--- src/rtl/mips_ctrl_pkg.sv ---
// Shared definitions for the multi-cycle MIPS controller: opcodes, functs,
// FSM state encoding, control-bus encodings and the instruction classes.
package mips_ctrl_pkg;

  // Opcode field values
  localparam logic [5:0] OP_RTYPE = 6'h00;
  localparam logic [5:0] OP_J     = 6'h02;
  localparam logic [5:0] OP_JAL   = 6'h03;
  localparam logic [5:0] OP_BEQ   = 6'h04;
  localparam logic [5:0] OP_ORI   = 6'h0D;
  localparam logic [5:0] OP_LUI   = 6'h0F;
  localparam logic [5:0] OP_LW    = 6'h23;
  localparam logic [5:0] OP_SW    = 6'h2B;

  // Funct field values (Op = 0)
  localparam logic [5:0] FN_JR    = 6'h08;
  localparam logic [5:0] FN_ADDU  = 6'h21;
  localparam logic [5:0] FN_SUBU  = 6'h23;

  typedef enum logic [2:0] {
    S_FETCH  = 3'd0,
    S_DECODE = 3'd1,
    S_EXEC   = 3'd2,
    S_MEM    = 3'd3,
    S_WB     = 3'd4
  } state_t;

  // ALUSrc
  localparam logic [2:0] SRC_RD2   = 3'd0;
  localparam logic [2:0] SRC_IMM   = 3'd1;
  // ExtOp
  localparam logic [2:0] EXT_ZERO  = 3'd0;
  localparam logic [2:0] EXT_SIGN  = 3'd1;
  localparam logic [2:0] EXT_HI    = 3'd2;
  // ALUControl
  localparam logic [2:0] ALU_ADD   = 3'd0;
  localparam logic [2:0] ALU_SUB   = 3'd1;
  localparam logic [2:0] ALU_OR    = 3'd2;
  // nPCSel
  localparam logic [2:0] NPC_PC4   = 3'd0;
  localparam logic [2:0] NPC_BEQ   = 3'd1;
  localparam logic [2:0] NPC_JUMP  = 3'd2;
  localparam logic [2:0] NPC_JR    = 3'd3;
  // RegDst
  localparam logic [2:0] DST_RT    = 3'd0;
  localparam logic [2:0] DST_RD    = 3'd1;
  localparam logic [2:0] DST_RA    = 3'd2;
  // RegWriteSel
  localparam logic [2:0] WSEL_ALU  = 3'd0;
  localparam logic [2:0] WSEL_MEM  = 3'd1;
  localparam logic [2:0] WSEL_PC4  = 3'd2;
  // DataExtOp
  localparam logic [2:0] DEXT_WORD = 3'd0;

  typedef enum logic [3:0] {
    RTYPE_ALU = 4'd0,
    ORI       = 4'd1,
    LUI       = 4'd2,
    LW        = 4'd3,
    SW        = 4'd4,
    BEQ       = 4'd5,
    J         = 4'd6,
    JAL       = 4'd7,
    JR        = 4'd8,
    NOP       = 4'd9
  } instr_class_t;

endpackage

--- src/rtl/multicycle_ctrl_if.sv ---
// Controller <-> datapath bundle: instruction fields and Zero in, control
// buses, debug state, retire pulse and retire counter out.
interface multicycle_ctrl_if #(
  parameter int CNT_W = 32
);
  logic [5:0]       Op;
  logic [5:0]       Func;
  logic             Zero;
  logic             PCWrite;
  logic             IRWrite;
  logic [2:0]       ALUSrc;
  logic [2:0]       ExtOp;
  logic [2:0]       ALUControl;
  logic [2:0]       RegWrite;
  logic [2:0]       MemWrite;
  logic [2:0]       RegDst;
  logic [2:0]       nPCSel;
  logic [2:0]       RegWriteSel;
  logic [2:0]       DataExtOp;
  logic [2:0]       state;
  logic             instr_done;
  logic [CNT_W-1:0] retired;

  // Controller side
  modport master (
    input  Op, Func, Zero,
    output PCWrite, IRWrite, ALUSrc, ExtOp, ALUControl, RegWrite, MemWrite,
           RegDst, nPCSel, RegWriteSel, DataExtOp, state, instr_done, retired
  );

  // Datapath side
  modport slave (
    output Op, Func, Zero,
    input  PCWrite, IRWrite, ALUSrc, ExtOp, ALUControl, RegWrite, MemWrite,
           RegDst, nPCSel, RegWriteSel, DataExtOp, state, instr_done, retired
  );
endinterface

--- src/rtl/multicycle_ctrl_instr_decode.sv ---
// Combinational decode of the latched Op/Func into an instruction class and
// the ALU function that class needs (addu vs subu share one class).
module instr_decode
  import mips_ctrl_pkg::*;
(
  input  logic [5:0]   op,
  input  logic [5:0]   func,
  output instr_class_t iclass,
  output logic [2:0]   alu_fn
);

  // Class and ALU function lookup; anything unrecognised becomes NOP
  always_comb begin
    iclass = NOP;
    alu_fn = ALU_ADD;
    case (op)
      OP_RTYPE: begin
        case (func)
          FN_ADDU: begin iclass = RTYPE_ALU; alu_fn = ALU_ADD; end
          FN_SUBU: begin iclass = RTYPE_ALU; alu_fn = ALU_SUB; end
          FN_JR:   iclass = JR;
          default: iclass = NOP;
        endcase
      end
      OP_ORI:  begin iclass = ORI; alu_fn = ALU_OR;  end
      OP_LUI:  begin iclass = LUI; alu_fn = ALU_OR;  end
      OP_LW:   begin iclass = LW;  alu_fn = ALU_ADD; end
      OP_SW:   begin iclass = SW;  alu_fn = ALU_ADD; end
      OP_BEQ:  begin iclass = BEQ; alu_fn = ALU_SUB; end
      OP_J:    iclass = J;
      OP_JAL:  iclass = JAL;
      default: iclass = NOP;
    endcase
  end

endmodule

--- src/rtl/multicycle_ctrl.sv ---
// Multi-cycle MIPS control FSM (Moore): FETCH/DECODE/EXEC/MEM/WB sequencing,
// control bus generation from the latched instruction class, retire counter.
module multicycle_ctrl
  import mips_ctrl_pkg::*;
#(
  parameter int CNT_W = 32
)(
  input  logic             clk,
  input  logic             reset,
  multicycle_ctrl_if.master bus
);

  state_t           state_q, state_d;
  logic [5:0]       op_q, op_d;
  logic [5:0]       func_q, func_d;
  logic [CNT_W-1:0] retired_q, retired_d;

  instr_class_t     iclass;
  logic [2:0]       alu_fn;

  logic             pc_write, ir_write, done;
  logic [2:0]       alu_src, ext_op, alu_ctrl, reg_write, mem_write;
  logic [2:0]       reg_dst, npc_sel, wsel;

  instr_decode u_decode (
    .op     (op_q),
    .func   (func_q),
    .iclass (iclass),
    .alu_fn (alu_fn)
  );

  // State, instruction latch and retire counter registers
  always_ff @(posedge clk) begin
    if (reset) begin
      state_q   <= S_FETCH;
      op_q      <= '0;
      func_q    <= '0;
      retired_q <= '0;
    end else begin
      state_q   <= state_d;
      op_q      <= op_d;
      func_q    <= func_d;
      retired_q <= retired_d;
    end
  end

  // Next state and Moore outputs from state and latched instruction class
  always_comb begin
    state_d   = state_q;
    op_d      = op_q;
    func_d    = func_q;
    pc_write  = 1'b0;
    ir_write  = 1'b0;
    done      = 1'b0;
    alu_src   = SRC_RD2;
    ext_op    = EXT_ZERO;
    alu_ctrl  = ALU_ADD;
    reg_write = 3'd0;
    mem_write = 3'd0;
    reg_dst   = DST_RT;
    npc_sel   = NPC_PC4;
    wsel      = WSEL_ALU;

    // ALU operand controls are held from EXEC onward so the datapath
    // result stays stable through MEM and WB.
    if (state_q == S_EXEC || state_q == S_MEM || state_q == S_WB) begin
      case (iclass)
        RTYPE_ALU, BEQ: alu_ctrl = alu_fn;
        ORI:     begin alu_src = SRC_IMM; ext_op = EXT_ZERO; alu_ctrl = alu_fn; end
        LUI:     begin alu_src = SRC_IMM; ext_op = EXT_HI;   alu_ctrl = alu_fn; end
        LW, SW:  begin alu_src = SRC_IMM; ext_op = EXT_SIGN; alu_ctrl = alu_fn; end
        default: ;
      endcase
    end

    case (state_q)
      S_FETCH: begin
        ir_write = 1'b1;
        op_d     = bus.Op;
        func_d   = bus.Func;
        state_d  = S_DECODE;
      end
      S_DECODE: begin
        case (iclass)
          J:   begin pc_write = 1'b1; npc_sel = NPC_JUMP; done = 1'b1; state_d = S_FETCH; end
          JR:  begin pc_write = 1'b1; npc_sel = NPC_JR;   done = 1'b1; state_d = S_FETCH; end
          JAL: state_d = S_WB;
          RTYPE_ALU, ORI, LUI, LW, SW, BEQ: state_d = S_EXEC;
          default: begin pc_write = 1'b1; npc_sel = NPC_PC4; done = 1'b1; state_d = S_FETCH; end
        endcase
      end
      S_EXEC: begin
        case (iclass)
          // NPC picks taken/not-taken from Zero itself
          BEQ:     begin pc_write = 1'b1; npc_sel = NPC_BEQ; done = 1'b1; state_d = S_FETCH; end
          LW, SW:  state_d = S_MEM;
          default: state_d = S_WB;
        endcase
      end
      S_MEM: begin
        case (iclass)
          SW:      begin mem_write = 3'd1; pc_write = 1'b1; npc_sel = NPC_PC4; done = 1'b1; state_d = S_FETCH; end
          LW:      state_d = S_WB;
          default: state_d = S_FETCH;
        endcase
      end
      S_WB: begin
        reg_write = 3'd1;
        pc_write  = 1'b1;
        done      = 1'b1;
        state_d   = S_FETCH;
        case (iclass)
          RTYPE_ALU: begin reg_dst = DST_RD; wsel = WSEL_ALU; end
          ORI, LUI:  reg_dst = DST_RT;
          LW:        begin reg_dst = DST_RT; wsel = WSEL_MEM; end
          JAL:       begin reg_dst = DST_RA; wsel = WSEL_PC4; npc_sel = NPC_JUMP; end
          default:   ;
        endcase
      end
      default: state_d = S_FETCH;
    endcase

    retired_d = retired_q + CNT_W'(done);
  end

  // While reset is high every output reads as zero and state as FETCH
  assign bus.PCWrite     = reset ? 1'b0 : pc_write;
  assign bus.IRWrite     = reset ? 1'b0 : ir_write;
  assign bus.ALUSrc      = reset ? 3'd0 : alu_src;
  assign bus.ExtOp       = reset ? 3'd0 : ext_op;
  assign bus.ALUControl  = reset ? 3'd0 : alu_ctrl;
  assign bus.RegWrite    = reset ? 3'd0 : reg_write;
  assign bus.MemWrite    = reset ? 3'd0 : mem_write;
  assign bus.RegDst      = reset ? 3'd0 : reg_dst;
  assign bus.nPCSel      = reset ? 3'd0 : npc_sel;
  assign bus.RegWriteSel = reset ? 3'd0 : wsel;
  assign bus.DataExtOp   = DEXT_WORD;
  assign bus.state       = reset ? S_FETCH : state_q;
  assign bus.instr_done  = reset ? 1'b0 : done;
  assign bus.retired     = reset ? '0 : retired_q;

endmodule

--- src/flat_wrapper.sv ---
// flat-port wrapper written by rule: the top's interface ports become plain ports
module multicycle_ctrl_flat import mips_ctrl_pkg::*;
#(
  parameter int CNT_W = 32
)
  (clk, reset, bus_Op, bus_Func, bus_Zero, bus_PCWrite, bus_IRWrite, bus_ALUSrc, bus_ExtOp, bus_ALUControl, bus_RegWrite, bus_MemWrite, bus_RegDst, bus_nPCSel, bus_RegWriteSel, bus_DataExtOp, bus_state, bus_instr_done, bus_retired);
  multicycle_ctrl_if #(.CNT_W(CNT_W)) bus_i ();
  input  logic clk;
  input  logic reset;
  input wire logic [$bits(bus_i.Op)-1:0] bus_Op;
  input wire logic [$bits(bus_i.Func)-1:0] bus_Func;
  input wire logic [$bits(bus_i.Zero)-1:0] bus_Zero;
  output wire logic [$bits(bus_i.PCWrite)-1:0] bus_PCWrite;
  output wire logic [$bits(bus_i.IRWrite)-1:0] bus_IRWrite;
  output wire logic [$bits(bus_i.ALUSrc)-1:0] bus_ALUSrc;
  output wire logic [$bits(bus_i.ExtOp)-1:0] bus_ExtOp;
  output wire logic [$bits(bus_i.ALUControl)-1:0] bus_ALUControl;
  output wire logic [$bits(bus_i.RegWrite)-1:0] bus_RegWrite;
  output wire logic [$bits(bus_i.MemWrite)-1:0] bus_MemWrite;
  output wire logic [$bits(bus_i.RegDst)-1:0] bus_RegDst;
  output wire logic [$bits(bus_i.nPCSel)-1:0] bus_nPCSel;
  output wire logic [$bits(bus_i.RegWriteSel)-1:0] bus_RegWriteSel;
  output wire logic [$bits(bus_i.DataExtOp)-1:0] bus_DataExtOp;
  output wire logic [$bits(bus_i.state)-1:0] bus_state;
  output wire logic [$bits(bus_i.instr_done)-1:0] bus_instr_done;
  output wire logic [$bits(bus_i.retired)-1:0] bus_retired;
  assign bus_i.Op = bus_Op;
  assign bus_i.Func = bus_Func;
  assign bus_i.Zero = bus_Zero;
  assign bus_PCWrite = bus_i.PCWrite;
  assign bus_IRWrite = bus_i.IRWrite;
  assign bus_ALUSrc = bus_i.ALUSrc;
  assign bus_ExtOp = bus_i.ExtOp;
  assign bus_ALUControl = bus_i.ALUControl;
  assign bus_RegWrite = bus_i.RegWrite;
  assign bus_MemWrite = bus_i.MemWrite;
  assign bus_RegDst = bus_i.RegDst;
  assign bus_nPCSel = bus_i.nPCSel;
  assign bus_RegWriteSel = bus_i.RegWriteSel;
  assign bus_DataExtOp = bus_i.DataExtOp;
  assign bus_state = bus_i.state;
  assign bus_instr_done = bus_i.instr_done;
  assign bus_retired = bus_i.retired;
  multicycle_ctrl #(.CNT_W(CNT_W)) u_core (.clk(clk), .reset(reset), .bus(bus_i));
endmodule
--- config.mk ---
export PLATFORM = sky130hd
export DESIGN_NAME = multicycle_ctrl_flat
export DESIGN_NICKNAME = d
export VERILOG_FILES = /design/src/rtl/mips_ctrl_pkg.sv /design/src/rtl/multicycle_ctrl_if.sv /design/src/rtl/multicycle_ctrl_instr_decode.sv /design/src/rtl/multicycle_ctrl.sv /design/src/flat_wrapper.sv
export SDC_FILE = /design/constraint.sdc
export NUM_CORES = 1
export LEC_CHECK = 0
export CAP_MARGIN = 20
export CORE_MARGIN = 3
export CORE_UTILIZATION = 48
export CTS_CLUSTER_SIZE = 30
export DETAILED_ROUTE_END_ITERATION = 10
export HOLD_SLACK_MARGIN = 0.12
export PLACE_DENSITY = 0.8
export SYNTH_ARGS = -nofsm -noshare
export SYNTH_HDL_FRONTEND = slang
export SYNTH_SLANG_ARGS = --single-unit
--- constraint.sdc ---
create_clock -name clk -period 3.5 [get_ports clk]
set_input_delay 0.7 -clock clk [delete_from_list [all_inputs] [get_ports clk]]
set_output_delay 0.7 -clock clk [all_outputs]
set_load 0.03 [all_outputs]
==> results.md, run 1 <==
* Status: finished clean
* Setup Skew at about 0.0071 ns
* Final nets at 449
* M1 GR Usage at around 24%
* DR vias/cell at between 5 and 6
* Avg Synthesized Cell Area at between 7 and 8 um^2
* Int Pwr at 0.8171 mW
* Routed wire per std cell at 13.26 um
* Unrepaired setup endpoints after global routing: false
* Final period util at roughly 96%
* Yosys reg bits at 47
* YS warnings at 0
* Pin count of the biggest net entering global routing at between 40 and 50
* Initial antenna violation count at 0
* Worst slew margin at between 50 and 60%
* Worst skew pair latency at around 0.3 ns
* Hold buffers post-CTS at 0
* Initial DRC Count at 90
* Htree depth at 2
* Final RePlAce weighted congestion at just over 0.9
* DRC viols at 0
* CTS Buffer Depth at 2
* Fill count at about 510
* Grt peak-use layer: met2
* Number of distinct library cells after synthesis at between 40 and 50
* Final Max Tran Viols at 0
* Reg power frac at between 40 and 50%
* CP max FO at 13
* Highest clock rate at ~0.3 GHz
* Sw Ratio at 30.40%
* PwrDens at between 300 and 400 nW/um^2
* Req. time, crit path at 2.80 ns
* Die area at 6930 um^2
* Clock Power Share at 29.3%
* Final ANT Viol Nets at 0
* Clock Pin Slew Worst Setup and Hold Paths at around 0.08 ns
* Std cell rows at 27
* Maximum VDD drop at roughly 0.17 mV
* Fraction of layout cells with a size suffix above 1 at 9.238%
* Total grt overflow at 0
* Ys flop type: dfxtp_1
* DP HPWL at 4961 um
* Psw at 0.3569 mW
* EDFF count, synth at 0
* Worst Setup Path Type: reg2out
* Sink Count at 47
* Worst-Margin Slew at 0.6545 ns
* Critical Path AT at ~2.7 ns
* GR Util met2 at 33.53%
* Ranking of synthesized cells by area: dfxtp_1 (33%), nor2b_1 (7.6%), nand2_1 (6.4%), nor2_1 (5.6%), buf_4 (4.7%)
* Setup TNS at 0 ns
* Initial Util at about half
* Die H at about 83 um
* Post-CTS setup buffers at 0
* Area delta synth->final at 26.43%
* Vias in the first global route at between 2,000 and 3,000
* Post-route cell area at ~3600 um^2
* Cts bufs inserted at 5
* Leak at around 1.4 nW
* M3 GR Usage at about 4%
* Clock Root Buffer: clkbuf_8
* Startpoint types: flop
* Worst hold slack at around 0.48 ns
* Top Ports at 80
* Multi-input logic area at roughly 1700 um^2
* Mapped Cells at approximately 380
* All-Layer GR Usage at between 10% and 20%
* Top-area cell type share of the netlist area at between 30% and 40%
* Post-synth top area cell: dfxtp_1
* Cell Area, Placed at approximately 3500 um^2
* First-pass GRT wire length at between 10,000 and 15,000 um
* Max-capacitance violation count at 0
* Minimum clock period at ~3.4 ns
* Post-synth ARST share at 0%
* Setup crit end kind: output port
* DRT Pass-1 Iters at 4
* Port buffer count at 64
* Vias at about 2,700
* Setup violators final at 0
* FF+latch area at 942.2 um^2
* Tightest Hold Check Type: reg2reg
* Post-synthesis cell area at approximately 2900 um^2
* Detailed Route WL at approximately 6700 um
* Die Wd at around 83 um
* CTS tree: done
* Core ar. at between 5000 and 6000 um^2
* Comb pwr share at between 20% and 30%
* Seq/Total Area, Yosys at roughly 33%
* Fin. Hold Viols at 0
* Antenna Cells at 0
==> placed cells by master, fill, tap and decap left out, types with 3 or more instances in the layout <==
cell type        instances
inv_1                    7
nor2_1                  43
nor3b_1                  3
xnor2_1                 13
xor2_1                  10
dfxtp_1                 46
or3_1                    7
o21ai_0                  8
conb_1                  14
dlymetal6s2s_1           4
nand3_1                 13
nand4_1                  5
nor2b_1                 35
a31oi_1                  4
and3_1                   6
mux2_2                   5
nor4_1                   6
dlygate4sd2_1            3
clkbuf_8                 6
nand2b_1                 3
clkdlybuf4s50_1         55
buf_4                   13
and4_1                   4
nand2_1                 49
a21oi_1                 19
nor3_1                   9
or4_1                    4
==> worst paths after layout <==
kind                     from  cells after the start              endpoint  slack [ns]
max            u_core.op_q[0]                      7         bus_nPCSel[0]        0.15
min          u_core.func_q[0]                      2      u_core.func_q[0]        0.48
max reg2reg    u_core.op_q[5]                     11  u_core.retired_q[28]        0.24
min reg2reg  u_core.func_q[0]                      2      u_core.func_q[0]        0.48
==> area by class of cell <==
type | instances | area share (%)
Clock inverter | 2 | 0.3801
Inverter | 7 | 0.7256
Timing Repair Buffer | 76 | 20.15
Tap cell | 72 | 2.488
Clock buffer | 6 | 2.281
Multi-Input combinational cell | 295 | 47.96
Sequential cell | 47 | 26.02
==> critical path, cell delays in order, from the launching register on <==
cell             delay [ns]
dfxtp_1                0.31
buf_4                  0.17
or3_1                  0.38
a21o_1                 0.20
a22oi_2                0.27
nand4_1                0.19
a21oi_1                0.16
clkdlybuf4s50_1        0.68
==> layer usage <==
metal / vias up / wire [um]
met5: - / 0
met4: 0 / 87
met3: 11 / 382
met2: 84 / 3315
met1: 1223 / 2909
li1: 1365 / -
==> cell families (layout without fill, tap and decap cells) <==
kind of cell,after synthesis,after routing,synth area share [%]
xor+xnor,23,23,7.034
compound gates,44,44,9.480
buf+inv,48,91,8.694
fa+ha+maj,2,2,0.8736
other cells,1,14,0.1309
flops,47,47,32.85
mux,5,5,1.966
simple gates,207,207,38.97
==> flip-flops by register name (all words and copies together) (netlist names) <==
name and cells:
u_core.state_q 3, u_core.func_q 6, u_core.op_q 6, u_core.retired_q 32
==> stage by stage <==
step                cells  total power, mW  setup WS, ns  util (%)
floorplan             390           0.7768        0.4104         -
finish                505            1.174        0.1456     64.18
global placement      497           0.8301        0.2278     62.10
detailed placement    497           0.8360        0.1163     62.10
CTS                   505            1.182       0.01483     63.74
global route          505            1.241       0.01109     64.18
==> repair_timing <==
| item | in CTS | in global routing |
|---|---|---|
| hold endpoints to repair | 0 | 0 |
| gates resized for setup | 3 | 8 |
| endpoints found under the setup margin | 3 | 10 |
| cloned | 0 | 0 |
==> power groups by stage <==
stage / Combinational (mW) / Sequential, mW / Clock (mW)
after global placement: 0.245 / 0.585 / 0
after detailed placement: 0.249 / 0.587 / 0
after global routing: 0.283 / 0.579 / 0.379
after floorplan: 0.198 / 0.579 / 0
after CTS: 0.250 / 0.574 / 0.358
final: 0.255 / 0.575 / 0.344
==> synth_stat cells (all sizes together) (3+ instances only) <==
master,count
nand2b,3
nor4,6
nor3,9
nor3b,3
nor2b,35
nand2,49
nand4,6
nor4b,3
or3,7
a21oi,19
inv,7
clkbuf,20
nand3,14
xor2,10
xnor2,13
nor2,43
a31oi,4
and3,6
a211oi,3
buf,21
and4,4
or4,5
mux2,5
o21ai,8
dfxtp,47
Note: power is estimated with default switching activity, not from simulation.
==> run 2: changes to the inputs <==
ABC_AREA = 1   (was not set)
CORE_UTILIZATION = 49   (was 48)
==> run 2 against run 1 <==
  * Critical path depth up 3
  * Wire length up 22%
  * Worst hold slack worse by 0.0052 ns
  * Area after synthesis up 7.7%
  * Via count up 22%
  * Setup slack better by 0.20 ns
  * Largest power group unchanged
  * Utilization down 0.19 points
  * Combinational power up 13%
  * Cell count up 27%
  * Largest cell class unchanged
==> results.md, run 2 <==
* Status: finished clean
* First-pass GRT wire length at between 10,000 and 15,000 um
* Top layer in use: met4
* R2r startpoint: u_core.op_q[1]
* Final WS setup at around 0.35 ns
* Most common cell in the synthesized netlist: nor2_1
* Setup violators final at 0
* Yosys reg bits at 47
* Clock Pin Slew Worst Setup and Hold Paths at approximately 0.090 ns
* Fraction of layout cells with a size suffix above 1 at 8.657%
* Biggest regs: u_core.retired_q: 32 flops, u_core.func_q: 6 flops, u_core.op_q: 6 flops
* Post-synth ARST share at 0%
* Final nets at between 500 and 600
* Met3 wire length at 343 um
* Setup crit end kind: output port
* Seq/Total Area, Yosys at about 30%
* Post-CTS setup buffers at 0
* Avg Synthesized Cell Area at slightly above 6 um^2
* Worst R2R Path Depth at 16
* Req. time, crit path at between 2 and 3 ns
* Startpoint types: flop
* All-Layer GR Usage at a little under a quarter
* CTS Buffer Depth at 2
* Final Util at a little under two thirds
* Most frequent cells in the layout: nor2_1 (100), nand2_1 (87), inv_1 (67)
* Fin. Hold Viols at 0
* Worst Min Path Start: u_core.func_q[3]
* Post-synth top area cell: dfxtp_1
* EDFF count, synth at 0
* Register-to-register setup slack at ~0.73 ns
* Pin count of the biggest net entering global routing at 33
* Placed Instances at 633
* Met2 wire length at a little over 4000 um
* Setup TNS at 0 ns
* CP max FO at 6
* Layout Cells excl Fill at 641
* Final period util at roughly nine tenths
* Die H at 85.35 um
* Vias in the first global route at approximately 3,200
* Highest clock rate at approximately 0.32 GHz
* Post-CTS sizing at 0
* Setup Skew at between 0.01 and 0.015 ns
* Top-area cell type share of the netlist area at between 30% and 40%
* Max-capacitance violation count at 0
* Largest reg by FF count: u_core.retired_q
* Initial antenna violation count at 0
* Final ANT Viol Nets at 0
* Worst R2R End: u_core.retired_q[29]
* Max reg flops at 32
* DRC viols at 0
* Initial Util at roughly half
* Hold buffers post-CTS at 0
* Clock Root Buffer: clkbuf_8
* Area delta synth->final at 24.98%
* Ys flop type: dfxtp_1
* Leak at 1.520 nW
* Final Max Tran Viols at 0
* DR vias/cell at 5.112
* Port buffer count at 64
* Detailed Route WL at just over 8000 um
* Placement Setup Slack at approximately 0.61 ns
* Routed wire per std cell at 12.72 um
* Vias at approximately 3,300
* DRT met1 WL at ~3500 um
* Unrepaired setup endpoints after global routing: false
* Worst Setup EP: bus_nPCSel[0]
* CTS tree: done
* Post-synthesis cell area at between 3000 and 4000 um^2
* Std cell rows at 28
* Die area at 7285 um^2
* Top Ports at 80
* Total grt overflow at 0
* DP HPWL at about 6400 um
* Number of distinct library cells after synthesis at 33
* Htree depth at 2
* Worst Setup Path Type: reg2out
* Cts bufs inserted at 5
* PwrDens at 334.6 nW/um^2
* Minimum clock period at roughly 3.2 ns
* Ranking of synthesized cells by area: dfxtp_1 (30%), nor2_1 (12%), nand2_1 (11%), inv_1 (8.2%), a21oi_1 (6.3%)
* DRT Pass-1 Iters at 5
* YS warnings at 0
* Top cells by count, synth: nor2_1 (100), nand2_1 (87), inv_1 (67)
* Initial DRC Count at between 100 and 150
* Worst skew pair latency at 0.31 ns
* Critical path startpoint: u_core.op_q[5]
* Critical Path AT at 2.45 ns
* Sink Count at 47
* Antenna Cells at 0
* Core ar. at approximately 6000 um^2
* Tightest Hold Check Type: reg2reg
* Final RePlAce weighted congestion at 0.9459
* Cell Area, Placed at approximately 3700 um^2
* Mapped Cells at roughly 500
* Commonest non-fill, non-tap cell in the layout: nor2_1
* Post-route cell area at approximately 3900 um^2
* Die Wd at 85.35 um
* Maximum VDD drop at around 0.20 mV
[run 2: cell count changes in the layout (fill, tap and decap cells not counted), sizes merged, moves of 14 or more]
cell and delta:
inv +70, nor2 +71, o21ai +14, a21oi +20, nand3 +30, nor2b -35
nand2 +41
[run 2: kinds of logic after synthesis]
kind of cell | share of synthesized area, %
compound gates | 11.23
xor+xnor | 0.8517
fa+ha+maj | 0.8109
buf+inv | 14.72
flops | 30.49
other cells | 0.1215
simple gates | 41.77
[run 2: per-layer routing]
metal | up-vias | track usage (%)
li1 | 1688 | -
met1 | 1471 | 26.54
met2 | 96 | 41.88
met3 | 22 | 4.175
met4 | 0 | 9.784
met5 | - | 0
[run 2: worst min-delay path by stage]
stage,depth (start not counted),slack [ns],endpoint
after global placement,2,0.45,u_core.retired_q[31]
final,2,0.47,u_core.func_q[3]
after global routing,2,0.50,u_core.func_q[5]
after floorplan,2,0.44,u_core.retired_q[31]
after CTS,2,0.47,u_core.func_q[3]
after detailed placement,2,0.46,u_core.func_q[3]
[run 2: critical path, stage by stage (launching register included)]
cell and delay (ns):
dfxtp_1 0.33, nor2_2 0.26, nand3_2 0.20, nand2_1 0.13
nor2_2 0.06, nand2_4 0.09, nand2_1 0.08, nor2_1 0.09
nand2_1 0.08, a21oi_1 0.14, clkdlybuf4s50_1 0.69
[run 2: through the flow]
| step | hold slack [ns] | power, mW |
|---|---|---|
| after detailed placement | 0.4577 | 0.8842 |
| after floorplan | 0.4390 | 0.8165 |
| final | 0.4725 | 1.290 |
| after global placement | 0.4477 | 0.8814 |
| after CTS | 0.4721 | 1.296 |
| after global routing | 0.4964 | 1.369 |
[run 2: report_power, final]
| part | internal [mW] | switching [mW] | total [mW] |
|---|---|---|---|
| clock network | 0.217 | 0.199 | 0.415 |
| logic | 0.0942 | 0.194 | 0.289 |
| registers | 0.562 | 0.0244 | 0.586 |
| total | 0.873 | 0.417 | 1.29 |
[run 2: cell type report]
cell class                 count  area [um^2]
clock buffer                   5        68.82
inverter                      78        292.8
sequential                    47        940.9
multi-input combinational    364         1739
fill                         593         2170
clock inverter                 3        47.55
timing repair buffer          69        673.1
tap                           75        93.84
==> run 3: changes to the inputs <==
CORE_UTILIZATION = 45   (was 49)
PLACE_DENSITY = 0.75   (was 0.8)
SLEW_MARGIN = 25   (was not set)
clock period = 3.8 ns   (was 3.5 ns; I/O delays follow)
==> run 3 against run 2 <==
  * Cell area fell by 0.29%
  * Largest power group unchanged
  * Combinational power fell by 10%
  * Die area rose by 8.3%
  * Sequential cell count did not move
  * Register-to-register slack improved by 0.32 ns
  * Sequential share of layout area rose by 0.071 points
  * Non-clock buffer count fell by 2
  * Wire length fell by 4.3%
  * Via count fell by 1.1%
  * Sequential power fell by 7.8%
  * Critical path type unchanged
  * Highest routed layer unchanged
  * Clock skew fell by 0.0021 ns
==> results.md, run 3 (synthesis results as in run 2) <==
* Cell Area, Placed at roughly 3700 um^2
* Final nets at 580
* Startpoint types: flop
* Routed wire per std cell at 12.17 um
* Std cell rows at 29
* DRC viols at 0
* Max reg flops at 32
* Fin. Hold Viols at 0
* DP HPWL at about 6100 um
* Reg power frac at ~45%
* All-Layer GR Usage at between 20% and 30%
* Setup violators final at 0
* CP max-delay cell: clkdlybuf4s50_1
* Post-route cell area at 3845 um^2
* Largest reg by FF count: u_core.retired_q
* Final period util at between 80 and 90%
* CP cell instances: inv_1 > nor3_1 > nand2_1 > a21oi_1 > nand2_1 > nand3_1 > nand2_1 > inv_1 > clkdlybuf4s50_1
* Die area at 7886 um^2
* Critical Path AT at around 2.5 ns
* Setup Skew at around 0.012 ns
* Final RePlAce weighted congestion at 0.9377
* Die H at between 80 and 90 um
* Post-CTS setup buffers at 0
* Setup crit end kind: output port
* Post-CTS sizing at 0
* Status: finished clean
* Most frequent cells in the layout: nor2_1 (100), nand2_1 (87), inv_1 (67)
* PwrDens at about 310 nW/um^2
* Tightest Hold Check Type: reg2reg
* Leak at ~1.5 nW
* Biggest regs: u_core.retired_q: 32 flops, u_core.func_q: 6 flops, u_core.op_q: 6 flops
* Minimum clock period at 3.295 ns
* Initial Util at between 40% and 50%
* Detailed Route WL at around 7800 um
* Setup TNS at 0 ns
* Psw at about 0.37 mW
* Port buffer count at 64
* Req. time, crit path at between 3 and 4 ns
* Int Pwr at just over 0.8 mW
* DRT Pass-1 Iters at 4
* Htree depth at 2
* Highest clock rate at between 0.3 and 0.4 GHz
* Clock Root Buffer: clkbuf_8
* Worst Min Path Start: u_core.retired_q[31]
* Fraction of layout cells with a size suffix above 1 at between 8 and 9%
* Antenna Cells at 0
* Max-capacitance violation count at 0
* Worst slew margin at between 50% and 60%
* Maximum VDD drop at about 0.18 mV
* Die Wd at a little under 90 um
* Unrepaired setup endpoints after global routing: false
* Worst path bufs/invs at 3
* Sink Count at between 40 and 50
* Vias in the first global route at about 3,000
* Final ANT Viol Nets at 0
* Clock Pin Slew Worst Setup and Hold Paths at 0.08 ns
* Initial DRC Count at between 100 and 150
* Core ar. at about 6500 um^2
* Hold buffers post-CTS at 0
* CTS Buffer Depth at 2
* Commonest non-fill, non-tap cell in the layout: nor2_1
* CP max FO at 6
* Initial antenna violation count at 0
* Final Max Tran Viols at 0
* Sw Ratio at between 30% and 40%
* Pin count of the biggest net entering global routing at 57
* Comb pwr share at 21.8%
* Area delta synth->final at 24.61%
* Worst Setup Path Type: reg2out
* Clock Power Share at 32.8%
* Vias at approximately 3,200
* Worst skew pair latency at around 0.31 ns
* Top cell family by delay on the critical path: simple AND/OR/NAND/NOR gates
* Total grt overflow at 0
* Most used cell, CP: nand2_1
* Top Ports at 80
* Cts bufs inserted at 5
* DR vias/cell at 5.058
* First-pass GRT wire length at 13,380 um
* Critical path startpoint: u_core.state_q[0]
* R2r startpoint: u_core.state_q[0]
* Worst-Margin Slew at between 0.7 and 0.8 ns
* CTS tree: done
* Worst stage delay on the critical path at 0.66 ns
==> run 3: changes by cell type in the layout (fill, tap and decap cells not counted) <==
cell      before  now
buf_4          5    3
clkinv_4       1    0
clkbuf_8       5    6
inv_6          1    0
clkinv_2       0    1
==> run 3: per-stage QoR <==
stage	utilization [%]	setup slack (ns)	power, mW	cells	hold slack, ns
after floorplan	-	0.4763	0.7520	516	0.4390
after global placement	57.39	0.8153	0.8076	633	0.4476
after detailed placement	57.39	0.8502	0.8086	633	0.4528
after CTS	59.20	0.5307	1.199	641	0.4654
after global routing	59.20	0.3194	1.262	641	0.5128
final	59.20	0.5053	1.189	641	0.4648
==> run 3: layout make-up <==
type / count / area [um^2]
clock buffers: 6 / 82.58
clock inverters: 2 / 35.03
inverters: 78 / 292.8
multi-input cells: 364 / 1739
well taps: 77 / 96.34
flip-flops and latches: 47 / 940.9
fillers: 639 / 2650
repair buffers: 67 / 658.1
==> run 3: metal layers <==
layer | global-route usage, % | wire [um] | vias to the layer above
li1 | - | - | 1683
met1 | 24.75 | 3323 | 1447
met2 | 38.12 | 3904 | 94
met3 | 3.818 | 388 | 18
met4 | 8.654 | 184 | 0
met5 | 0 | 0 | -
==> run 3: worst paths after layout <==
path / endpoint / slack [ns] / depth (start not counted)
setup / recovery: bus_nPCSel[1] / 0.51 / 9
hold / removal: u_core.retired_q[31] / 0.46 / 2
setup reg to reg: u_core.retired_q[14] / 1.05 / 13
hold reg to reg: u_core.retired_q[31] / 0.46 / 2
==> run 3: power groups by stage <==
stage | Combinational (mW) | Clock [mW] | Sequential (mW)
global placement | 0.257 | 0 | 0.551
global route | 0.294 | 0.424 | 0.544
floorplan | 0.205 | 0 | 0.547
detailed placement | 0.258 | 0 | 0.551
CTS | 0.259 | 0.400 | 0.539
finish | 0.259 | 0.390 | 0.540
==> run 3: tightest hold or removal path, stage by stage, from the launching register on <==
cell and delay (ns):
dfxtp_1 0.31, nand2_1 0.06, a21oi_1 0.05
